### config.mk
export PLATFORM = sky130hd
export DESIGN_NAME = xsw_rr_arb
export DESIGN_NICKNAME = d
export VERILOG_FILES = /design/src/rtl/xsw_arb_pkg.sv /design/src/rtl/xsw_prefix_or.sv /design/src/rtl/xsw_rr_arb.sv
export SDC_FILE = /design/constraint.sdc
export NUM_CORES = 1
export LEC_CHECK = 0
export ABC_AREA = 1
export CORE_MARGIN = 2
export CORE_UTILIZATION = 50
export DETAILED_ROUTE_END_ITERATION = 8
export HOLD_SLACK_MARGIN = 0.08
export PLACE_DENSITY = 0.78
export SLEW_MARGIN = 0
export SYNTH_ARGS = -nofsm -noshare
export SYNTH_HDL_FRONTEND = slang
export SYNTH_HIERARCHICAL = 1
export SYNTH_SLANG_ARGS = --single-unit
### constraint.sdc
create_clock -name clk -period 1.98 [get_ports clk]
set_input_delay 0.198 -clock clk [delete_from_list [all_inputs] [get_ports clk]]
set_output_delay 0.198 -clock clk [all_outputs]
set_load 0.01 [all_outputs]
### src/rtl/xsw_arb_pkg.sv
// Shared types and helpers for the xsw round-robin arbiter.
// Optional build macro used by the arbiter: XSW_RR_ARB_WEIGHT_EN.
package xsw_arb_pkg;

    typedef enum logic {
        IDLE = 1'b0,
        BUSY = 1'b1
    } arb_state_e;

    // Helpers operate on a fixed maximum width; callers cast in and out.
    localparam int ARB_MAXN = 64;

    function automatic logic [31:0] onehot2bin(input logic [ARB_MAXN-1:0] oh);
        logic [31:0] res;
        res = 32'd0;
        for (int i = 0; i < ARB_MAXN; i++) begin
            if (oh[i]) begin
                res = res | 32'(i);
            end else begin
                res = res;
            end
        end
        return res;
    endfunction

    // Isolates the lowest set bit (two's-complement trick).
    function automatic logic [ARB_MAXN-1:0] ffs_lsb(input logic [ARB_MAXN-1:0] v);
        return v & (~v + ARB_MAXN'(1));
    endfunction

endpackage

### src/rtl/xsw_prefix_or.sv
// Log-depth prefix-OR network: dout[i] = OR of din[0..i].
module xsw_prefix_or #(
    parameter int DW = 8
) (
    input  logic [DW-1:0] din,
    output logic [DW-1:0] dout
);

    localparam int LV = (DW > 1) ? $clog2(DW) : 1;

    logic [DW-1:0] acc_s;
    logic [DW-1:0] nxt_s;

    // Kogge-Stone style doubling: each level ORs in the bit 2^l positions below.
    always_comb begin
        acc_s = din;
        nxt_s = din;
        for (int l = 0; l < LV; l++) begin
            nxt_s = acc_s;
            for (int i = 0; i < DW; i++) begin
                if (i >= (1 << l)) begin
                    nxt_s[i] = acc_s[i] | acc_s[i - (1 << l)];
                end else begin
                    nxt_s[i] = acc_s[i];
                end
            end
            acc_s = nxt_s;
        end
        dout = acc_s;
    end

endmodule

### src/rtl/xsw_rr_arb.sv
// Packet-aware round-robin arbiter with zero-bubble re-arbitration.
// Optional weighted service enabled by macro XSW_RR_ARB_WEIGHT_EN.
module xsw_rr_arb
    import xsw_arb_pkg::*;
#(
    parameter int N  = 8,
    parameter int IW = $clog2(N),
    parameter int WW = 4
) (
    input  logic            clk,
    input  logic            rst,
    input  logic [N-1:0]    req,
    input  logic [N-1:0]    last,
    input  logic            ack,
`ifdef XSW_RR_ARB_WEIGHT_EN
    input  logic [N*WW-1:0] weight,
`endif
    output logic [N-1:0]    gnt,
    output logic            gnt_vld,
    output logic [IW-1:0]   gnt_id
);

    if (N < 2 || N > ARB_MAXN || WW < 1) begin : g_bad_param
        $error("xsw_rr_arb: unsupported N/WW");
    end

    arb_state_e     state_r, state_s;
    logic [N-1:0]   gnt_r, gnt_s;
    logic [N-1:0]   pmask_r, pmask_s;
    logic           gnt_vld_r;
    logic [IW-1:0]  gnt_id_r;
    logic [N-1:0]   gpre_s;
    logic [N-1:0]   rot_s;
    logic           done_s;
    logic           rehold_s;

    function automatic logic [N-1:0] sel_f(input logic [N-1:0] r, input logic [N-1:0] m);
        if (|(r & m)) begin
            return N'(ffs_lsb(ARB_MAXN'(r & m)));
        end else begin
            return N'(ffs_lsb(ARB_MAXN'(r)));
        end
    endfunction

    xsw_prefix_or #(.DW(N)) u_prefix_or (
        .din  (gnt_r),
        .dout (gpre_s)
    );

    assign rot_s  = gpre_s << 1'b1;
    assign done_s = ack & (|(last & gnt_r));

`ifdef XSW_RR_ARB_WEIGHT_EN
    logic [WW-1:0] cnt_r, cnt_s;
    logic [WW-1:0] wk_s;
    logic [WW-1:0] weff_s;
    logic [WW:0]   cnt_inc_s;

    assign wk_s      = weight[gnt_id_r*WW +: WW];
    assign weff_s    = (wk_s == {WW{1'b0}}) ? {{(WW-1){1'b0}}, 1'b1} : wk_s;
    assign cnt_inc_s = {1'b0, cnt_r} + {{WW{1'b0}}, 1'b1};
    assign rehold_s  = (|(req & gnt_r)) & (cnt_inc_s < {1'b0, weff_s});
`else
    assign rehold_s  = 1'b0;
`endif

    // Next-state, next-grant and priority-mask update.
    always_comb begin
        state_s = state_r;
        gnt_s   = gnt_r;
        pmask_s = pmask_r;
`ifdef XSW_RR_ARB_WEIGHT_EN
        cnt_s   = cnt_r;
`endif
        case (state_r)
            IDLE: begin
                if (|req) begin
                    gnt_s   = sel_f(req, pmask_r);
                    state_s = BUSY;
                end else begin
                    gnt_s   = {N{1'b0}};
                end
            end
            BUSY: begin
                if (done_s && rehold_s) begin
                    gnt_s = gnt_r;
`ifdef XSW_RR_ARB_WEIGHT_EN
                    cnt_s = cnt_inc_s[WW-1:0];
`endif
                end else if (done_s) begin
                    pmask_s = rot_s;
`ifdef XSW_RR_ARB_WEIGHT_EN
                    cnt_s   = {WW{1'b0}};
`endif
                    if (|req) begin
                        gnt_s = sel_f(req, rot_s);
                    end else begin
                        gnt_s   = {N{1'b0}};
                        state_s = IDLE;
                    end
                end else begin
                    gnt_s = gnt_r;
                end
            end
            default: begin
                state_s = IDLE;
                gnt_s   = {N{1'b0}};
            end
        endcase
    end

    // State, grant and registered output encodes.
    always_ff @(posedge clk) begin
        if (rst) begin
            state_r   <= IDLE;
            gnt_r     <= {N{1'b0}};
            pmask_r   <= {N{1'b1}};
            gnt_vld_r <= 1'b0;
            gnt_id_r  <= {IW{1'b0}};
`ifdef XSW_RR_ARB_WEIGHT_EN
            cnt_r     <= {WW{1'b0}};
`endif
        end else begin
            state_r   <= state_s;
            gnt_r     <= gnt_s;
            pmask_r   <= pmask_s;
            gnt_vld_r <= |gnt_s;
            gnt_id_r  <= IW'(onehot2bin(ARB_MAXN'(gnt_s)));
`ifdef XSW_RR_ARB_WEIGHT_EN
            cnt_r     <= cnt_s;
`endif
        end
    end

    assign gnt     = gnt_r;
    assign gnt_vld = gnt_vld_r;
    assign gnt_id  = gnt_id_r;

endmodule

* After elaboration in Yosys (flattened, before gate mapping) *
Cells that the tools add are included.

word-level totals
  register bits after elaboration = 21
  output and inout bits = 12
  logic and storage cells = 57

cells by class
  add/subtract/negate cells = 3
  muxes and demuxes = 16
  bitwise operators = 27
  reductions and logical operators = 6

operator list
  kind                   count
  $and A8 B8 Y8          8
  $mux W8                5
  $reduce_or A8 Y1       5
  $add A8 B1 Y8 const B  3
  $not A8 Y8             3
  $pmux W8 S2            1
  $or A1 B1 Y1           14
  $mux W3                4
  $mux W2                2
  $mux W1                3
  $pmux W1 S2            1
  $reduce_and A2 Y1      1
  $and A1 B1 Y1          1
  $not A1 Y1             1

* Depth between registers and ports, before layout *
Gate-level depths: netlist of the first run.

  depth after elaboration = 18
  mapped depth = 16
  depth with buffers taken out = 16

* Modules after synthesis *
The synthesis of the first run kept the hierarchy.

by module, submodules not included
  module         instances  cells an instance  area each (µm²)  seq. area each (µm²)
  xsw_rr_arb     1          244                1458.9           420.4
  xsw_prefix_or  1          25                 102.6            0.0

* Worst setup path after synthesis of the first run *
Ideal clock, no wire load.

  path kind = register to register
  start = register gnt_r[0], in the netlist gnt[0]
  end = register gnt_vld_r, in the netlist gnt_vld
  setup time = 0.115 ns
  arrival = 1.690 ns
  data required time = 1.865 ns
  setup slack = 0.174 ns
  stages on the path, launching flop included = 17
  buffers on the path = 0
  period minus slack after synthesis = 1.806 ns
  path through = dfxtp_1 inv_1 nand2_2 nor2_2 nand2_1 nand2_1 nand2_1 nor2_2 nand2_4 clkinv_2 nand2_2 nand4_2 nand2_2 nor2_4 nand2_1 nand2_1 nand2_1

on the way
  cells in the longest elaborated chain, start to end = 11

RTL lines
  what                    line                                text
  start, declared         xsw_rr_arb.sv:28                    logic [N-1:0] gnt_r, gnt_s;
  start signal, assigned  xsw_rr_arb.sv:116                   gnt_r <= {N{1'b0}};
  start signal, assigned  xsw_rr_arb.sv:125                   gnt_r <= gnt_s;
  $or A1 B1 Y1 *          xsw_prefix_or.sv:22                 nxt_s[i] = acc_s[i] | acc_s[i - (1 << l)];
  via gpre_s[1]           xsw_rr_arb.sv:32                    logic [N-1:0] gpre_s;
  $or A1 B1 Y1            xsw_prefix_or.sv:22
  $and A8 B8 Y8           xsw_rr_arb.sv:38, xsw_rr_arb.sv:39
  $not A8 Y8              xsw_arb_pkg.sv:28                   return v & (~v + ARB_MAXN'(1));
  $add A8 B1 Y8           xsw_arb_pkg.sv:28
  $and A8 B8 Y8           xsw_arb_pkg.sv:28
  $mux W8 *               xsw_rr_arb.sv:38                    if (|(r & m)) begin
  $mux W8 *               xsw_rr_arb.sv:95                    if (|req) begin
  $mux W8 *               xsw_rr_arb.sv:90                    end else if (done_s) begin
  $pmux W8 S2 *           xsw_rr_arb.sv:75                    case (state_r)
  $reduce_or A8 Y1 *      xsw_rr_arb.sv:127                   gnt_vld_r <= |gnt_s;
  end signal, assigned    xsw_rr_arb.sv:127
  end, declared           xsw_rr_arb.sv:30                    logic gnt_vld_r;

The timed path passes the listed nets; every way through them passes the cells marked *.
A chain may end at the register's enable or synchronous reset.

* Worst setup path after layout of the first run *
  start = register gnt_r[2], in the netlist gnt[2]
  end = register gnt_vld_r, in the netlist gnt_vld

on the way
  cells in the longest elaborated chain, start to end = 12

RTL lines
  what                         line
  $or A1 B1 Y1 * (3 in a row)  xsw_prefix_or.sv:22
  via gpre_s[4]                xsw_rr_arb.sv:32
  $and A8 B8 Y8                xsw_rr_arb.sv:38, xsw_rr_arb.sv:39
  $not A8 Y8                   xsw_arb_pkg.sv:28
  $add A8 B1 Y8                xsw_arb_pkg.sv:28
  $and A8 B8 Y8                xsw_arb_pkg.sv:28
  $mux W8 *                    xsw_rr_arb.sv:38
  $mux W8 *                    xsw_rr_arb.sv:95
  $mux W8 *                    xsw_rr_arb.sv:90
  $pmux W8 S2 *                xsw_rr_arb.sv:75
  $reduce_or A8 Y1 *           xsw_rr_arb.sv:127

Marked as above.

==> results of run 1 <==
-- per-stage QoR --
step	utilization, %	instance area, um2
floorplan	-	1550
CTS	71.5	2150
global route	74.3	2230
global placement	70.2	2110
detailed placement	70.2	2110
finish	74.3	2230
-- state kept, by name (all words and copies together) (netlist names) --
name and flops:
state_r 1, gnt_vld 1, gnt 8, gnt_id 3, pmask_r 8
-- power breakdown --
group / switching (uW) / total, uW / internal [uW]
Combinational: 297 / 565 / 268
Sequential: 15.1 / 466 / 451
Clock: 146 / 222 / 75.6
Total: 458 / 1250 / 794
-- worst max-delay path, delay by kind of cell (launching register included) --
kind	cells	cell delay, ns
buffers and inverters	2	0.14
flip-flops	1	0.38
AND/OR/NAND/NOR	14	1.32
-- cell type report --
cell class	instances	area (um2)
Multi-Input combinational cell	203	997
Fill cell	258	771
Timing Repair Buffer	70	604
Sequential cell	21	428
Inverter	35	134
Tap cell	33	41.3
Clock buffer	3	22.5
Clock inverter	1	5.00
-- cells in the final DEF (no fill, tap or decap) --
cell type	count
clkbuf_4	3
nor2_1	16
or2_2	1
nand2_2	16
nor3_1	1
nand2_1	88
nand2_4	2
a21oi_1	13
inv_2	8
inv_4	1
dfxtp_4	1
nor2_4	7
buf_4	39
nand3b_1	2
clkinv_2	1
nand3_1	37
buf_6	1
o21ai_0	2
dfxtp_2	3
nand4_1	13
dfxtp_1	17
clkdlybuf4s50_1	30
clkinv_1	3
nand4_2	1
inv_1	23
nor2_2	4
-- metal layers --
layer | track usage, % | part of all wire [%] | wire [um]
met5 | 0 | 0 | 0
met3 | 2.84 | 5.5 | 252
met2 | 43.5 | 48 | 2190
met1 | 36.5 | 44 | 2020
met4 | 11.7 | 2.1 | 95
-- path summary, 6_finish.rpt --
check	endpoint
worst max-delay path	gnt_vld$_SDFF_PP0_
worst min-delay path	pmask_r[5]$_SDFFE_PP1P_
worst max register to register	gnt_vld$_SDFF_PP0_
worst min register to register	pmask_r[5]$_SDFFE_PP1P_
-- timing repair --
| action | 4_1_cts | 5_1_grt |
|---|---|---|
| setup buffers | 0 | 6 |
| setup endpoints to repair | 3 | 4 |
| pin swaps | 0 | 15 |
| resized for setup | 3 | 20 |
==> results.md, run 1 <==
- Setup crit end kind: register
- Root Buffer: clkbuf_4
- Final Critical Period: between 1.5 and 2 ns
- Hold_ws: 0.473 ns
- Hold-critical path depth: 2
- Starting Density: between 50 and 60%
- Worst slew pin tran: 0.335 ns
- Share of cells above drive strength 1: between 20% and 30%
- # H-tree levels: 1
- Ports: 31
- Fmax: 517 MHz
- Most used cell, CP: nand2_2
- Worst min path class: register to register
- DRC: 0
- Count of final max-slew check failures: 0
- Synth Area per Inst: 5.84 um2
- Worst path setup slack after routing: 0.0462 ns
- Post-Route WL: 4.56 mm
- Reg clk slew, reported paths: 0.13 ns
- Max stage delay on crit path: 0.38 ns
- First-pass GRT wire length: roughly 7.2 mm
- Area growth from synthesis to layout: 44.3%
- Placed Cells: 356
- Pre-CTS setup slack: -0.0705 ns
- CP max stage cell: dfxtp_4
- Number of DRC markers in iteration 0: about 80
- Clock Path Buffers: 2
- Crit start category: register
- DR WL/cell: 12.4 um
- RSZ-0062 raised after global routing: true
- Initial DRT Pass Iterations: 4
- Fin. Hold Viols: 0
- Final Skew: 0.00117 ns
- Post-Syn Area: roughly 1500 um2
- CTS tree: done
- Worst-skew pair later-pin latency: 0.31 ns
- Port-buffer cells: 30
- DIE WIDTH: 59.6 um
- Gr ovfl total: 0
- Clk sinks: 21
- ANT cells: 0
- Hold_sp: pmask_r[5]$_SDFFE_PP1P_
- Fin nets: 353
- Critical Path Start: gnt[2]$_SDFF_PP0_
- Number of global-route vias before repair: 1700
- Worst reg2reg path depth: 16
- Via-per-instance ratio: 5.21
- ANT nets after route: 0
- Reg-to-reg slack, setup: 0.05 ns
- Yosys warning count: 6
- Cell Rows: 20
- Die Span Y: 59.6 um
- Hold bufs inserted after CTS: 0
- P_leak: between 0.001 and 0.0015 uW
- Die area: 3550 um2
- Largest net degree at the start of global routing: 18
- Finish-stage setup viols: 0
- Status: completed
- Final Cycle Share: slightly below 100%
- Rel. slew slack: roughly 78%
- RePlAce Congestion: 0.889
- VDD IR max: 0.277 mV
- Reg2Reg Launch Point: gnt[2]$_SDFF_PP0_
- Post-synth net total: approximately 280
- CP Max Fanout: 4
- Max-Cap Viols: 0
- CP required: about 2.2 ns
- Dpl hpwl: around 3.6 mm
- Layout Cells excl Fill: 366
- Vias after detailed routing: 1908
- Cell Chain, Critical Path: inv_2 -> nand2_2 -> nor2_4 -> nand2_2 -> nand2_2 -> nand2_2 -> nor2_4 -> nand2_4 -> inv_4 -> nand2_2 -> nand4_1 -> nand2_1 -> nor2_2 -> nand2_1 -> nand2_1 -> nand2_1
- Total track usage: 27.0%
- Cells after synthesis: 265
- Crit Path Category: register to register
- Power, Total: 1250 uW
- Critical path arrival: 2.16 ns
- Initial antenna violation count: 0
- Clock buffer count from CTS: 3
- Setup TNS: 0 ns
- Core area: 3000 um2
- PwrDens: ~560 nW/um2
No activity file was read; power rests on OpenSTA's default activity.
==> run 2: changes to the inputs <==
--- a/config.mk
+++ b/config.mk
@@ -7,10 +7,11 @@
 export LEC_CHECK = 0
 export ABC_AREA = 1
 export CORE_MARGIN = 2
-export CORE_UTILIZATION = 50
+export CORE_UTILIZATION = 51
 export DETAILED_ROUTE_END_ITERATION = 8
 export HOLD_SLACK_MARGIN = 0.08
-export PLACE_DENSITY = 0.78
+export PLACE_DENSITY = 0.79
+export SKIP_LAST_GASP = 1
 export SLEW_MARGIN = 0
 export SYNTH_ARGS = -nofsm -noshare
 export SYNTH_HDL_FRONTEND = slang
==> constraint.sdc (replaced) <==
create_clock -name clk -period 1.98 [get_ports clk]
set_input_delay 0.396 -clock clk [delete_from_list [all_inputs] [get_ports clk]]
set_output_delay 0.396 -clock clk [all_outputs]
set_load 0.01 [all_outputs]
==> results.md, run 2 (synthesized netlist as in run 1, its figures left out) <==
- Clock Path Buffers: 2 (unchanged)
- Total track usage: 28.6% (+1.5 points)
- Net Sw Frac: 37.2% (+0.63 points)
- Count of final max-slew check failures: 0 (unchanged)
- PwrDens: 547 nW/um2 (-2.4%)
- Commonest non-fill, non-tap cell in the layout: nand2_1
- Share of cells above drive strength 1: 29.2% (+2.7 points)
- CTS tree: done
- Crit Path Category: register to register
- Vias after detailed routing: 2004 (+5.0%)
- CP required: 2.20 ns (about the same)
- Max-Cap Viols: 0 (unchanged)
- Fmax: 513 MHz (-0.80%)
- Hold_ws: 0.492 ns (+0.0186 ns)
- Area growth from synthesis to layout: 47.7%
- Clk sinks: 21 (unchanged)
- Clock share of power: 17.7% (about the same)
- CP Max Fanout: 4 (unchanged)
- DIE WIDTH: 59.1 um (-0.92%)
- Worst reg2reg path depth: 15 (-1)
- Via-per-instance ratio: 5.46 (+4.7%)
- Fillcell total: 219 (-15%)
- CP max stage cell: dfxtp_2
- Multi-input gate area: 1010 um2 (+1.6%)
- Crit start category: register
- DRC: 0 (unchanged)
- Most frequent cells in the layout: 83 x nand2_1, 40 x buf_4, 37 x nand3_1, 26 x clkdlybuf4s50_1, 23 x inv_1
- Core area: 2830 um2 (-5.8%)
- Clock buffer count from CTS: 3 (unchanged)
- Critical path arrival: 2.17 ns (about the same)
- Gr ovfl total: 0 (unchanged)
- Status: completed
- Number of global-route vias before repair: 1831 (+7.7%)
- Combinational share of power: 45.0% (about the same)
- Worst-skew pair later-pin latency: 0.32 ns (about the same)
- Max stage delay on crit path: 0.34 ns (-0.04 ns)
- Ports: 31 (unchanged)
- Initial antenna violation count: 0 (unchanged)
- Reg power frac: 37.3% (about the same)
- Fin nets: 356 (+0.85%)
- Final Critical Period: 1.95 ns (+0.0157 ns)
- Number of DRC markers in iteration 0: 168 (+110%)
- Starting Density: 54.7% (+3.2 points)
- Internal power: 785 uW (-1.1%)
- First-pass GRT wire length: 7.65 mm (+5.7%)
- Final Cycle Share: 98.5% (+0.79 points)
- # H-tree levels: 1 (unchanged)
- Hold bufs inserted after CTS: 0 (unchanged)
- Reg2Reg Launch Point: gnt[0]$_SDFF_PP0_
- Worst min path class: register to register
- Psw: 466 uW (+1.6%)
- Worst slew pin tran: 0.357 ns (+0.0218 ns)
- Finish-stage setup viols: 0 (unchanged)
- RePlAce Congestion: 0.928 (+4.3%)
- Rel. slew slack: 76.1% (-1.5 points)
- CP endpoint: gnt_vld$_SDFF_PP0_
- DR WL/cell: 13.4 um (+7.9%)
- Reg-to-Reg End: gnt_vld$_SDFF_PP0_
- P_leak: 0.00123 uW (+3.9%)
- Initial DRT Pass Iterations: 5 (+1)
- Largest net degree at the start of global routing: 17 (-1)
- Post-Route WL: 4.93 mm (+8.2%)
- Setup crit end kind: register
- CP Depth: 15 (-1)
- ANT nets after route: 0 (unchanged)
- Die area: 3490 um2 (-1.8%)
- Reg-to-reg slack, setup: 0.03 ns (-0.02 ns)
- Cell Chain, Critical Path: inv_1 -> nand2_2 -> nor2_4 -> nand2_2 -> nand2_1 -> nand2_2 -> nor2_4 -> buf_6 -> nand3_1 -> nand4_1 -> nand2_2 -> nor2_2 -> nand2_1 -> nand2_1 -> nand2_1
- RSZ-0062 raised after global routing: true
- Critical Path Start: gnt[0]$_SDFF_PP0_
- Fin. Hold Viols: 0 (unchanged)
- Die Span Y: 59.1 um (-0.92%)
- Cell Rows: 19 (-5.0%)
- Dpl hpwl: 3.73 mm (+5.0%)
- VDD IR max: 0.471 mV (+70%)
- CP top delay family: simple AND/OR/NAND/NOR gates
- Port-buffer cells: 30 (unchanged)
- FF/Latch Area: 428 um2 (unchanged)
- WP buf/inv: 2 (unchanged)
- Reg clk slew, reported paths: 0.13 ns (about the same)
- Final Skew: 0.00624 ns (+0.00508 ns)
- Root Buffer: clkbuf_4
- Power, Total: 1250 uW (-0.14%)
- ANT cells: 0 (unchanged)
==> run 2: cell count changes in the layout (fill, tap and decap cells not counted), moves of 2 or more <==
cell	change
buf_6	+2
dlymetal6s2s_1	+4
clkdlybuf4s50_1	-4
nor2_1	-2
nor2_2	+2
nand2_1	-5
nand2_2	+6
==> run 2: layout make-up <==
type | instances | share of cell area [%]
multi-input cells | 203 | 44.4
repair buffers | 73 | 28.2
flip-flops and latches | 21 | 18.7
inverters | 35 | 5.86
well taps | 31 | 1.70
clock buffers | 4 | 1.15
==> run 2: timing repair <==
item / 4_1_cts / 5_1_grt
endpoints found under the setup margin: 0 / 7
endpoints found under the hold margin: 0 / 0
buffers inserted: 0 / 1
resized for setup: 0 / 37
==> run 2: through the flow <==
step	utilization, %	worst slack (ns)	std cells	setup TNS, ns	area [um2]
after floorplan	-	0.200	265	0	1550
after global placement	76.5	-0.179	362	-0.673	2160
after detailed placement	76.5	-0.211	362	-0.929	2160
after CTS	77.4	0.0380	366	0	2190
after global routing	80.8	-0.0666	367	-0.161	2280
final	80.8	0.0305	367	0	2280
==> run 2: metal layers <==
metal  wire, um  up-vias  global-route usage, %
li1           -      994                      -
met1       2080      892                   35.5
met2       2400       99                   49.8
met3        341       19                   4.37
met4        106        0                   10.1
met5          0        -                      0
==> run 2: power by group through the flow <==
stage | sequential, uW | clock [uW] | combinational, uW
global route | 469 | 242 | 611
global placement | 474 | 0 | 490
detailed placement | 475 | 0 | 501
finish | 466 | 222 | 563
CTS | 465 | 223 | 505
floorplan | 482 | 0 | 255
==> run 2: worst min path at each step <==
stage | startpoint | endpoint | cells past startpoint
2_1_floorplan | pmask_r[3]$_SDFFE_PP1P_ | pmask_r[3]$_SDFFE_PP1P_ | 2
3_3_place_gp | pmask_r[5]$_SDFFE_PP1P_ | pmask_r[5]$_SDFFE_PP1P_ | 2
3_5_place_dp | pmask_r[7]$_SDFFE_PP1P_ | pmask_r[7]$_SDFFE_PP1P_ | 2
4_1_cts | pmask_r[7]$_SDFFE_PP1P_ | pmask_r[7]$_SDFFE_PP1P_ | 2
5_1_grt | pmask_r[5]$_SDFFE_PP1P_ | pmask_r[5]$_SDFFE_PP1P_ | 2
6_report | pmask_r[5]$_SDFFE_PP1P_ | pmask_r[5]$_SDFFE_PP1P_ | 2
==> run 2: worst register-to-register path, stage by stage (launching register included) <==
cell and delay, ns:
dfxtp_2 0.34, inv_1 0.05, nand2_2 0.11, nor2_4 0.17, nand2_2 0.08, nand2_1 0.09
nand2_2 0.08, nor2_4 0.16, buf_6 0.13, nand3_1 0.08, nand4_1 0.15, nand2_2 0.09
nor2_2 0.14, nand2_1 0.07, nand2_1 0.07, nand2_1 0.06
==> run 3: changes to the inputs <==
--- a/config.mk
+++ b/config.mk
@@ -8,6 +8,7 @@
 export ABC_AREA = 1
 export CORE_MARGIN = 2
 export CORE_UTILIZATION = 51
+export CTS_CLUSTER_DIAMETER = 150
 export DETAILED_ROUTE_END_ITERATION = 8
 export HOLD_SLACK_MARGIN = 0.08
 export PLACE_DENSITY = 0.79
==> results of run 3 <==
The final DEF is identical to that of run 2; final timing and power are the same.
